$ cat config.mk
export PLATFORM = sky130hd
export DESIGN_NAME = pipe_ctrl_unit_flat
export DESIGN_NICKNAME = d
export VERILOG_FILES = /design/src/rtl/pipe_ctrl_unit_pkg.sv /design/src/rtl/pipe_ctrl_unit_if.sv /design/src/rtl/pipe_ctrl_unit_ctrl_stage_reg.sv /design/src/rtl/pipe_ctrl_unit.sv /design/src/flat_wrapper.sv
export SDC_FILE = /design/constraint.sdc
export NUM_CORES = 1
export LEC_CHECK = 0
export CORE_ASPECT_RATIO = 0.75
export CORE_MARGIN = 8
export CORE_UTILIZATION = 30
export DETAILED_ROUTE_END_ITERATION = 8
export GPL_TIMING_DRIVEN = 0
export PLACE_DENSITY = 0.72
export SYNTH_ARGS = -nofsm -noshare
export SYNTH_HDL_FRONTEND = slang
export SYNTH_SLANG_ARGS = --single-unit
$ cat constraint.sdc
create_clock -name clk -period 1.57 [get_ports clk]
set_input_delay 0.2355 -clock clk [delete_from_list [all_inputs] [get_ports clk]]
set_output_delay 0.2355 -clock clk [all_outputs]
set_load 0.1 [all_outputs]
$ cat src/rtl/pipe_ctrl_unit_pkg.sv
// Shared decode constants, ALU op encoding and the per-stage control word for the 5-stage core.
// A bubble is the all-zero control word, so clearing a stage register is enough to insert one.
package pipe_ctrl_unit_pkg;

  localparam logic [6:0] OP_LOAD  = 7'b0000011;
  localparam logic [6:0] OP_STORE = 7'b0100011;
  localparam logic [6:0] OP_IMM   = 7'b0010011;
  localparam logic [6:0] OP_REG   = 7'b0110011;

  localparam logic [2:0] F3_BYTE  = 3'b000;
  localparam logic [2:0] F3_WORD  = 3'b010;
  localparam logic [2:0] F3_ADD   = 3'b000;

  localparam logic [6:0] F7_ADD   = 7'b0000000;
  localparam logic [6:0] F7_SUB   = 7'b0100000;
  localparam logic [6:0] F7_MUL   = 7'b0000001;

  typedef enum logic [2:0] {
    ALU_ADD = 3'd0,
    ALU_SUB = 3'd1,
    ALU_MUL = 3'd2
  } aluop_e;

  typedef struct packed {
    logic   valid;
    logic   regwrite;
    logic   memwrite;
    logic   load;
    logic   byte_sz;
    logic   alusrc;
    logic   memtoreg;
    logic   mul;
    aluop_e aluop;
  } ctrl_t;

  typedef struct packed {
    logic  illegal;
    ctrl_t ctrl;
  } dstage_t;

  localparam ctrl_t CTRL_BUBBLE = '0;

  function automatic logic is_valid_mul(ctrl_t c);
    return c.valid & c.mul;
  endfunction

endpackage

$ cat src/rtl/pipe_ctrl_unit_if.sv
// Instruction fields, hazard-unit controls and per-stage control outputs of the control unit.
// slave = the control unit, master = whoever drives F and the hazard signals.
interface pipe_ctrl_unit_if;
  logic       instr_vld_f;
  logic [6:0] opcode;
  logic [2:0] funct3;
  logic [6:0] funct7;
  logic       stall_d;
  logic       flush_d;
  logic       flush_e;

  logic       load_d;
  logic       byte_d;
  logic       valid_d;
  logic       illegal_d;
  logic       alusrc_e;
  logic       mul_e;
  logic       valid_e;
  logic [2:0] aluop_e;
  logic       memwrite_m;
  logic       byte_m;
  logic       valid_m;
  logic       regwrite_w;
  logic       memtoreg_w;
  logic       byte_w;
  logic       valid_w;
  logic       mul_busy;

  modport slave (
    input  instr_vld_f, opcode, funct3, funct7, stall_d, flush_d, flush_e,
    output load_d, byte_d, valid_d, illegal_d,
    output alusrc_e, mul_e, valid_e, aluop_e,
    output memwrite_m, byte_m, valid_m,
    output regwrite_w, memtoreg_w, byte_w, valid_w,
    output mul_busy
  );

  modport master (
    output instr_vld_f, opcode, funct3, funct7, stall_d, flush_d, flush_e,
    input  load_d, byte_d, valid_d, illegal_d,
    input  alusrc_e, mul_e, valid_e, aluop_e,
    input  memwrite_m, byte_m, valid_m,
    input  regwrite_w, memtoreg_w, byte_w, valid_w,
    input  mul_busy
  );
endinterface

$ cat src/rtl/pipe_ctrl_unit_ctrl_stage_reg.sv
// One pipeline stage register: clr inserts a bubble (beats en), en=0 holds, 1-cycle latency.
// Bubble is all-zero, shared with the synchronous active-low reset value.
module ctrl_stage_reg #(
  parameter int W = 11
) (
  input  logic         clk,
  input  logic         reset,
  input  logic         en_i,
  input  logic         clr_i,
  input  logic [W-1:0] d_i,
  output logic [W-1:0] q_o
);

  logic [W-1:0] stage_q;
  logic [W-1:0] stage_d;

  always_comb begin
    stage_d = stage_q;
    if (clr_i) begin
      stage_d = '0;
    end else if (en_i) begin
      stage_d = d_i;
    end
  end

  always_ff @(posedge clk) begin
    if (!reset) begin
      stage_q <= '0;
    end else begin
      stage_q <= stage_d;
    end
  end

  assign q_o = stage_q;

endmodule

$ cat src/rtl/pipe_ctrl_unit.sv
// Control decoder plus D/E/M/W control pipeline; 1 cycle per stage, MUL occupies E for MUL_LAT cycles.
// Backpressure: stall_d/mul_busy hold D, mul_busy holds E and bubbles M; flushes bubble D or E.
module pipe_ctrl_unit
  import pipe_ctrl_unit_pkg::*;
#(
  parameter int MUL_LAT = 3,
  parameter int CNT_W   = 2
) (
  input  logic                  clk,
  input  logic                  reset,
  pipe_ctrl_unit_if.slave       bus
);

  ctrl_t      dec_ctrl;
  logic       dec_illegal;
  dstage_t    dec_word;

  dstage_t    d_q;
  ctrl_t      e_q;
  ctrl_t      m_q;
  ctrl_t      w_q;

  logic [CNT_W-1:0] cnt_q;
  logic [CNT_W-1:0] cnt_d;
  logic             mul_busy;
  logic             mul_enter;
  logic             mul_abort;

  logic d_en, d_clr, e_en, e_clr, m_clr;

  // F-stage decode; an invalid slot is a plain bubble, an unknown encoding keeps valid but no ctrl.
  always_comb begin
    dec_ctrl    = CTRL_BUBBLE;
    dec_illegal = 1'b0;
    if (bus.instr_vld_f) begin
      dec_ctrl.valid = 1'b1;
      case (bus.opcode)
        OP_LOAD: begin
          if (bus.funct3 == F3_BYTE || bus.funct3 == F3_WORD) begin
            dec_ctrl.regwrite = 1'b1;
            dec_ctrl.load     = 1'b1;
            dec_ctrl.byte_sz  = (bus.funct3 == F3_BYTE);
            dec_ctrl.alusrc   = 1'b1;
            dec_ctrl.memtoreg = 1'b1;
          end else begin
            dec_illegal = 1'b1;
          end
        end
        OP_STORE: begin
          if (bus.funct3 == F3_BYTE || bus.funct3 == F3_WORD) begin
            dec_ctrl.memwrite = 1'b1;
            dec_ctrl.byte_sz  = (bus.funct3 == F3_BYTE);
            dec_ctrl.alusrc   = 1'b1;
          end else begin
            dec_illegal = 1'b1;
          end
        end
        OP_IMM: begin
          if (bus.funct3 == F3_ADD) begin
            dec_ctrl.regwrite = 1'b1;
            dec_ctrl.alusrc   = 1'b1;
          end else begin
            dec_illegal = 1'b1;
          end
        end
        OP_REG: begin
          if (bus.funct3 == F3_ADD && bus.funct7 == F7_ADD) begin
            dec_ctrl.regwrite = 1'b1;
          end else if (bus.funct3 == F3_ADD && bus.funct7 == F7_SUB) begin
            dec_ctrl.regwrite = 1'b1;
            dec_ctrl.aluop    = ALU_SUB;
          end else if (bus.funct3 == F3_ADD && bus.funct7 == F7_MUL) begin
            dec_ctrl.regwrite = 1'b1;
            dec_ctrl.mul      = 1'b1;
            dec_ctrl.aluop    = ALU_MUL;
          end else begin
            dec_illegal = 1'b1;
          end
        end
        default: dec_illegal = 1'b1;
      endcase
    end
  end

  assign dec_word.illegal = dec_illegal;
  assign dec_word.ctrl    = dec_ctrl;

  assign mul_busy  = e_q.valid & e_q.mul & (cnt_q != '0);
  assign mul_abort = bus.flush_e & is_valid_mul(e_q);

  assign d_clr = bus.flush_d;
  assign d_en  = ~(bus.stall_d | mul_busy);

  // flush_e outranks the MUL hold; stall_d only bubbles E once E is free to take something.
  assign e_clr = bus.flush_e | (bus.stall_d & ~mul_busy);
  assign e_en  = ~mul_busy;

  assign m_clr = mul_busy | mul_abort;

  assign mul_enter = ~e_clr & e_en & is_valid_mul(d_q.ctrl);

  always_comb begin
    cnt_d = cnt_q;
    if (bus.flush_e) begin
      cnt_d = '0;
    end else if (mul_enter) begin
      cnt_d = CNT_W'(MUL_LAT - 1);
    end else if (mul_busy) begin
      cnt_d = cnt_q - 1'b1;
    end
  end

  always_ff @(posedge clk) begin
    if (!reset) begin
      cnt_q <= '0;
    end else begin
      cnt_q <= cnt_d;
    end
  end

  ctrl_stage_reg #(.W($bits(dstage_t))) u_stage_d (
    .clk   (clk),
    .reset (reset),
    .en_i  (d_en),
    .clr_i (d_clr),
    .d_i   (dec_word),
    .q_o   (d_q)
  );

  ctrl_stage_reg #(.W($bits(ctrl_t))) u_stage_e (
    .clk   (clk),
    .reset (reset),
    .en_i  (e_en),
    .clr_i (e_clr),
    .d_i   (d_q.ctrl),
    .q_o   (e_q)
  );

  ctrl_stage_reg #(.W($bits(ctrl_t))) u_stage_m (
    .clk   (clk),
    .reset (reset),
    .en_i  (1'b1),
    .clr_i (m_clr),
    .d_i   (e_q),
    .q_o   (m_q)
  );

  ctrl_stage_reg #(.W($bits(ctrl_t))) u_stage_w (
    .clk   (clk),
    .reset (reset),
    .en_i  (1'b1),
    .clr_i (1'b0),
    .d_i   (m_q),
    .q_o   (w_q)
  );

  assign bus.load_d     = d_q.ctrl.load;
  assign bus.byte_d     = d_q.ctrl.byte_sz;
  assign bus.valid_d    = d_q.ctrl.valid;
  assign bus.illegal_d  = d_q.illegal;

  assign bus.alusrc_e   = e_q.alusrc;
  assign bus.mul_e      = e_q.mul;
  assign bus.valid_e    = e_q.valid;
  assign bus.aluop_e    = e_q.aluop;

  assign bus.memwrite_m = m_q.memwrite;
  assign bus.byte_m     = m_q.byte_sz;
  assign bus.valid_m    = m_q.valid;

  assign bus.regwrite_w = w_q.regwrite;
  assign bus.memtoreg_w = w_q.memtoreg;
  assign bus.byte_w     = w_q.byte_sz;
  assign bus.valid_w    = w_q.valid;

  assign bus.mul_busy   = mul_busy;

  // W-stage fields with no consumer downstream of the control unit.
  logic unused_w_fields;
  assign unused_w_fields = ^{w_q.memwrite, w_q.load, w_q.alusrc, w_q.mul, w_q.aluop};

endmodule

$ cat src/flat_wrapper.sv
// flat-port wrapper written by rule: the top's interface ports become plain ports
module pipe_ctrl_unit_flat import pipe_ctrl_unit_pkg::*;
#(
  parameter int MUL_LAT = 3,
  parameter int CNT_W   = 2
)
  (clk, reset, bus_instr_vld_f, bus_opcode, bus_funct3, bus_funct7, bus_stall_d, bus_flush_d, bus_flush_e, bus_load_d, bus_byte_d, bus_valid_d, bus_illegal_d, bus_alusrc_e, bus_mul_e, bus_valid_e, bus_aluop_e, bus_memwrite_m, bus_byte_m, bus_valid_m, bus_regwrite_w, bus_memtoreg_w, bus_byte_w, bus_valid_w, bus_mul_busy);
  pipe_ctrl_unit_if bus_i ();
  input  logic clk;
  input  logic reset;
  input wire logic [$bits(bus_i.instr_vld_f)-1:0] bus_instr_vld_f;
  input wire logic [$bits(bus_i.opcode)-1:0] bus_opcode;
  input wire logic [$bits(bus_i.funct3)-1:0] bus_funct3;
  input wire logic [$bits(bus_i.funct7)-1:0] bus_funct7;
  input wire logic [$bits(bus_i.stall_d)-1:0] bus_stall_d;
  input wire logic [$bits(bus_i.flush_d)-1:0] bus_flush_d;
  input wire logic [$bits(bus_i.flush_e)-1:0] bus_flush_e;
  output wire logic [$bits(bus_i.load_d)-1:0] bus_load_d;
  output wire logic [$bits(bus_i.byte_d)-1:0] bus_byte_d;
  output wire logic [$bits(bus_i.valid_d)-1:0] bus_valid_d;
  output wire logic [$bits(bus_i.illegal_d)-1:0] bus_illegal_d;
  output wire logic [$bits(bus_i.alusrc_e)-1:0] bus_alusrc_e;
  output wire logic [$bits(bus_i.mul_e)-1:0] bus_mul_e;
  output wire logic [$bits(bus_i.valid_e)-1:0] bus_valid_e;
  output wire logic [$bits(bus_i.aluop_e)-1:0] bus_aluop_e;
  output wire logic [$bits(bus_i.memwrite_m)-1:0] bus_memwrite_m;
  output wire logic [$bits(bus_i.byte_m)-1:0] bus_byte_m;
  output wire logic [$bits(bus_i.valid_m)-1:0] bus_valid_m;
  output wire logic [$bits(bus_i.regwrite_w)-1:0] bus_regwrite_w;
  output wire logic [$bits(bus_i.memtoreg_w)-1:0] bus_memtoreg_w;
  output wire logic [$bits(bus_i.byte_w)-1:0] bus_byte_w;
  output wire logic [$bits(bus_i.valid_w)-1:0] bus_valid_w;
  output wire logic [$bits(bus_i.mul_busy)-1:0] bus_mul_busy;
  assign bus_i.instr_vld_f = bus_instr_vld_f;
  assign bus_i.opcode = bus_opcode;
  assign bus_i.funct3 = bus_funct3;
  assign bus_i.funct7 = bus_funct7;
  assign bus_i.stall_d = bus_stall_d;
  assign bus_i.flush_d = bus_flush_d;
  assign bus_i.flush_e = bus_flush_e;
  assign bus_load_d = bus_i.load_d;
  assign bus_byte_d = bus_i.byte_d;
  assign bus_valid_d = bus_i.valid_d;
  assign bus_illegal_d = bus_i.illegal_d;
  assign bus_alusrc_e = bus_i.alusrc_e;
  assign bus_mul_e = bus_i.mul_e;
  assign bus_valid_e = bus_i.valid_e;
  assign bus_aluop_e = bus_i.aluop_e;
  assign bus_memwrite_m = bus_i.memwrite_m;
  assign bus_byte_m = bus_i.byte_m;
  assign bus_valid_m = bus_i.valid_m;
  assign bus_regwrite_w = bus_i.regwrite_w;
  assign bus_memtoreg_w = bus_i.memtoreg_w;
  assign bus_byte_w = bus_i.byte_w;
  assign bus_valid_w = bus_i.valid_w;
  assign bus_mul_busy = bus_i.mul_busy;
  pipe_ctrl_unit #(.MUL_LAT(MUL_LAT), .CNT_W(CNT_W)) u_core (.clk(clk), .reset(reset), .bus(bus_i));
endmodule
### Word level (Yosys, flattened, before mapping)

Cells that the tools add are included.

* memories kept: 0
* logic and storage cells: 69
* ROM bits: 0
* memory bits (writable): 0
* output and inout port bits: 18
* input bits: 23
* flip-flop bits (word level): 47
* bits in latches: 0

* shifts and indexed selects: 0
* order comparisons: 0
* reduce and logical (&&, ||, !) cells: 14
* div/mod/pow operators: 0
* multiplexer cells: 28
* equal/unequal tests: 7
* $add $sub $neg: 1
* bitwise gates (word level): 13
* multiply operators: 0

Operators by type and width (number)
* 7-bit by 6-bit == test with 1-bit output, second input constant: 3
* 4-bit 2-to-1 mux: 4
* 1-bit 2-to-1 mux: 15
* 11-bit 2-to-1 mux: 1
* 2-bit OR reduction: 5
* 1-bit one-hot mux with 3 select lines: 3
* 1-bit bitwise AND: 7
* 7-bit by 1-bit == test with 1-bit output, second input constant: 1
* 7-bit by 2-bit == test with 1-bit output, second input constant: 1
* 7-bit by 5-bit == test with 1-bit output, second input constant: 1
* 7-bit logical NOT: 1
* 2-bit 2-to-1 mux: 3
* 2-bit nonzero test: 2
* 3-bit by 2-bit == test with 1-bit output, second input constant: 1
* 1-bit logical AND: 3
* 3-bit logical NOT: 1
* 3-bit 2-to-1 mux: 1
* 1-bit NOT: 3
* 1-bit bitwise OR: 3
* 3-bit OR reduction: 1
* 1-bit one-hot mux with 2 select lines: 1
* 2-bit by 1-bit subtractor with 2-bit output, second input constant: 1
* 1-bit logical OR: 1

### Depth between registers and ports, before layout

* word-level depth: 9
* depth in mapped cells: 7

### Hierarchy

A second synthesis with hierarchy kept.

* cells, all modules: 191
* area, all modules: 1928.1 um^2

Modules (own cells, without submodules)
* ctrl_stage_reg at u_core.u_stage_e ...: cells an instance 36, times used 3, area each 394.1 um^2
* ctrl_stage_reg at u_core.u_stage_d: cells an instance 39, times used 1, area each 427.9 um^2
* pipe_ctrl_unit: cells an instance 44, times used 1, area each 317.8 um^2

### Worst setup path before layout

No wires, ideal clock.

* kind: register -> register
* start: reg u_core.u_stage_e.stage_q[10], in the netlist u_core.u_stage_e.q_o[10]
* end: reg u_core.cnt_q[1]
* arrival time: 2634 ps
* slack: -1250 ps
* stages on the path, launching flop included: 5
* cell sequence: dfxtp_1 nand3b_1 inv_1 clkbuf_1 a221oi_1

* longest elaborated chain between the ends: 9

Ends and longest elaborated chain
* start: declaration: RTL line pipe_ctrl_unit_ctrl_stage_reg.sv:14 `logic [W-1:0] stage_q;`
* start signal: assignment: RTL line pipe_ctrl_unit_ctrl_stage_reg.sv:30 `stage_q <= stage_d;`
* 1-bit bitwise AND * (2 in series): RTL line pipe_ctrl_unit.sv:88 `assign mul_busy = e_q.valid & e_q.mul & (cnt_q != '0);`
* net bus_mul_busy: RTL line flat_wrapper.sv:33 `output wire logic [$bits(bus_i.mul_busy)-1:0] bus_mul_busy;`
* 1-bit NOT: RTL line pipe_ctrl_unit.sv:95, pipe_ctrl_unit.sv:96
* 1-bit bitwise AND: RTL line pipe_ctrl_unit.sv:95 `assign e_clr = bus.flush_e | (bus.stall_d & ~mul_busy);`
* 1-bit bitwise OR: RTL line pipe_ctrl_unit.sv:95
* 1-bit NOT: RTL line pipe_ctrl_unit.sv:100 `assign mul_enter = ~e_clr & e_en & is_valid_mul(d_q.ctrl);`
* 1-bit bitwise AND (2 in series): RTL line pipe_ctrl_unit.sv:100
* 2-bit 2-to-1 mux or 2-bit nonzero test (tied branches)
* end signal: assignment: RTL line pipe_ctrl_unit.sv:117 `cnt_q <= cnt_d;`
* end: declaration: RTL line pipe_ctrl_unit.sv:23 `logic [CNT_W-1:0] cnt_q;`

The timed path passes the listed nets; every way through them passes the cells marked *.
A chain may end at the register's enable or synchronous reset.

### Final worst setup path

* start: reg u_core.cnt_q[0]
* end: out bus_mul_busy

* longest elaborated chain between the ends: 2

Ends and longest elaborated chain (RTL line)
* 2-bit nonzero test: pipe_ctrl_unit.sv:88
* 1-bit bitwise AND: pipe_ctrl_unit.sv:88
* end: declaration: flat_wrapper.sv:33

No other way between the ends.

==> flow_summary.yaml <==
logic_synthesis:
  synth.avg_cell_area_sq_um: 9.00
  synth_top_area_cell: "dfxtp_1"
  synth_top_area_share_pct: 51.0
  ys_async_sr_fraction_pct: 0
  yosys_warnings: 0
  synth_area_leaders: "dfxtp_1, nand2_1, a21oi_1, and2_1, and2_2"
  postSynthNetCount: 146
  synth-seq-area-share_pct: 51.0
  synthesis.area_sq_um: 1100
  synth-seq-cells: 28
  synthCells: 122
  ys_types: 32
  synth_edf_count: 0
  dominantRegCellSynth: "dfxtp_1"
worst_setup_path:
  critical_path_required_ns: 1.33
  worst-path-max-fanout: 3
  crit_top_cell: "inv_2"
  crit_chain: "inv_2, ha_4, nand3b_1, inv_2, buf_8, buf_12"
  worstSetupPathType: "flop to output pin"
  crit_buf_inv: 4
  critPathTopFamily: "buffers and inverters"
  rrSetupSlack_ns: -0.01
  crit_path_top_delay_cell: "dfxtp_2"
  critPathArrivalTime_ns: 1.37
  worst_setup_path_end_kind: "output pin"
  startpoint_type: "flop"
  cpPeakStageDelay_ns: 0.34
pwr:
  vdd_drop_max_mv: 0.304
  power_density_nw_per_um2: 705
  p_leak_nw: 0.650
layout:
  final_common_cell: "dfxtp_1"
  nNetsFinal: 196
  fill_cells: 352
  final_layout_size_suffix_gt1_share_pct: 28.7
  regArea_sq_um: 571
  fin_cells: 223
  multi_input_area_sq_um: 500
  diodes: 0
  final_cell_mix: "dfxtp_1, clkdlybuf4s50_1, nand2_1"
  area_growth_pct: 58.3
timing:
  clock.fmax_mhz: 622
  post-route-min-period_ns: 1.61
  finalHoldViolCount: 0
  rsz0062_at_grt: "yes"
  slew_headroom_pct: 63.2
  fin_ws_ns: -0.0389
  period_share_pct: 102
  finalSetupViolCount: 2
  worst_slew_pin_slew_ns: 0.555
  finClkSkew_ns: 0.00511
  holdWs_ns: 0.406
  final_max_slew_viol_count: 0
run_status:
  status: "complete, but fails checks"
  violations: "setup timing"
drt:
  viasPerCell: 4.52
  drc: 0
  postRouteAntennaNets: 0
  drt_wl_total_mm: 2.74
  drt_iter0_markers: 53
  dr.pass1.iters: 4
  wl_per_cell_um: 12.3
  vias: 1007
floorplanning:
  core_area_sq_um: 3590
  die_y_um: 68.4
  die_x_um: 85.9
  io_pins: 41
  num_rows: 19
  fp.dieArea_sq_um: 5870
  initial_utilization_pct: 30.6
placement:
  gp_congestion: 0.775
  dp_hpwl_mm: 2.12
  port_buffers: 39
  placed_cells: 213
clock_tree:
  clk_latency_ns: 0.27
  clk_pin_slew_worst_paths_ns: 0.09
  ctsRootBufferMaster: "clkbuf_8"
  clock_sinks: 28
  cts_made_buffers: 3
  htreeDepth: 1
  tritoncts: "yes"
  clk_path_buf_depth: 2
global_route:
  grt_max_degree: 16
  antenna_found_initial: 0
  grt_pass1_wl_mm: 4.55
  overflow: 0
  grtUsageTotal_pct: 9.64
  grt_pass1_vias: 1025
min_path:
  hp-class: "input pin to flop"
job:
  max_cap_viol_count: 0
-- synth_stat cells (2+ instances only) --
cell type / instances
a21oi_1: 9
a31oi_1: 2
a32o_1: 3
and2_1: 6
and2_2: 5
buf_4: 3
clkbuf_1: 2
dfxtp_1: 28
inv_1: 6
nand2_1: 18
nand2b_1: 3
nand3_1: 2
nand3b_1: 2
nor2_1: 9
o21ai_0: 6
or2b_1: 2
-- cell families after synthesis --
kind of cell	Yosys count	share of synthesized area (%)
compound gates	28	16.3
fa+ha+maj	1	1.14
other cells	1	0.341
buf+inv	12	5.81
simple gates	52	25.4
flops	28	51.0
-- report_power, final --
group	switching [mW]	total (mW)	internal [mW]	leakage [nW]
sequential	0.00172	0.710	0.708	0.228
combinational	0.0620	0.128	0.0660	0.399
clock	0.206	0.388	0.182	0.0228
-- path summary, 6_finish.rpt --
kind / to / startpoint / cells after the start
hold / removal: u_core.u_stage_w.q_o[9] / reset / 2
setup / recovery: bus_mul_busy / u_core.cnt_q[0] / 6
setup reg to reg: u_core.u_stage_d.q_o[9] / u_core.cnt_q[0] / 7
hold reg to reg: u_core.u_stage_e.q_o[6] / u_core.u_stage_e.q_o[6] / 2
-- metrics by stage --
step | total power [mW] | worst slack, ns | instance area, sq um | utilization, % | setup TNS, ns
3_5_place_dp | 0.853 | -0.930 | 1570 | 43.7 | -4.83
5_1_grt | 1.28 | -0.105 | 1740 | 48.4 | -0.182
6_report | 1.23 | -0.0389 | 1740 | 48.4 | -0.0445
4_1_cts | 1.24 | -0.124 | 1680 | 46.7 | -0.245
2_1_floorplan | 0.780 | 0.0152 | 1110 | - | 0
3_3_place_gp | 0.851 | -0.921 | 1570 | 43.7 | -4.20
-- metal layers --
| metal | wire length, um | track usage, % |
|---|---|---|
| met5 | 0 | 0 |
| met4 | 13 | 2.17 |
| met2 | 1290 | 16.7 |
| met1 | 1230 | 10.8 |
| met3 | 212 | 4.32 |
-- registers in the layout, summed over array words and instances (netlist names) --
| name | count |
|---|---|
| u_core.u_stage_m.q_o | 5 |
| u_core.u_stage_w.q_o | 4 |
| u_core.u_stage_d.q_o | 9 |
| u_core.cnt_q | 2 |
| u_core.u_stage_e.q_o | 8 |
-- layout make-up --
cell class,instances,area share (%)
Buffer,5,3.02
Clock buffer,4,2.59
Inverter,6,1.29
Multi-Input combinational cell,82,28.8
Sequential cell,28,32.8
Tap cell,52,3.74
Timing Repair Buffer,46,27.8
-- what timing repair did --
action	in CTS	in global routing
hold buffers	0	0
endpoints found under the setup margin	27	14
cloned	0	0
buffers inserted	2	5
pin swaps	0	3
gates resized for setup	61	14
-- worst reg2reg max path, cell delays in order (launching register included) --
cell      delay [ns]
dfxtp_2         0.34
inv_2           0.04
ha_4            0.14
nand3b_1        0.20
buf_6           0.17
and4_4          0.18
a32o_1          0.21
a31o_1          0.18
(Power assumes the default switching activity.)
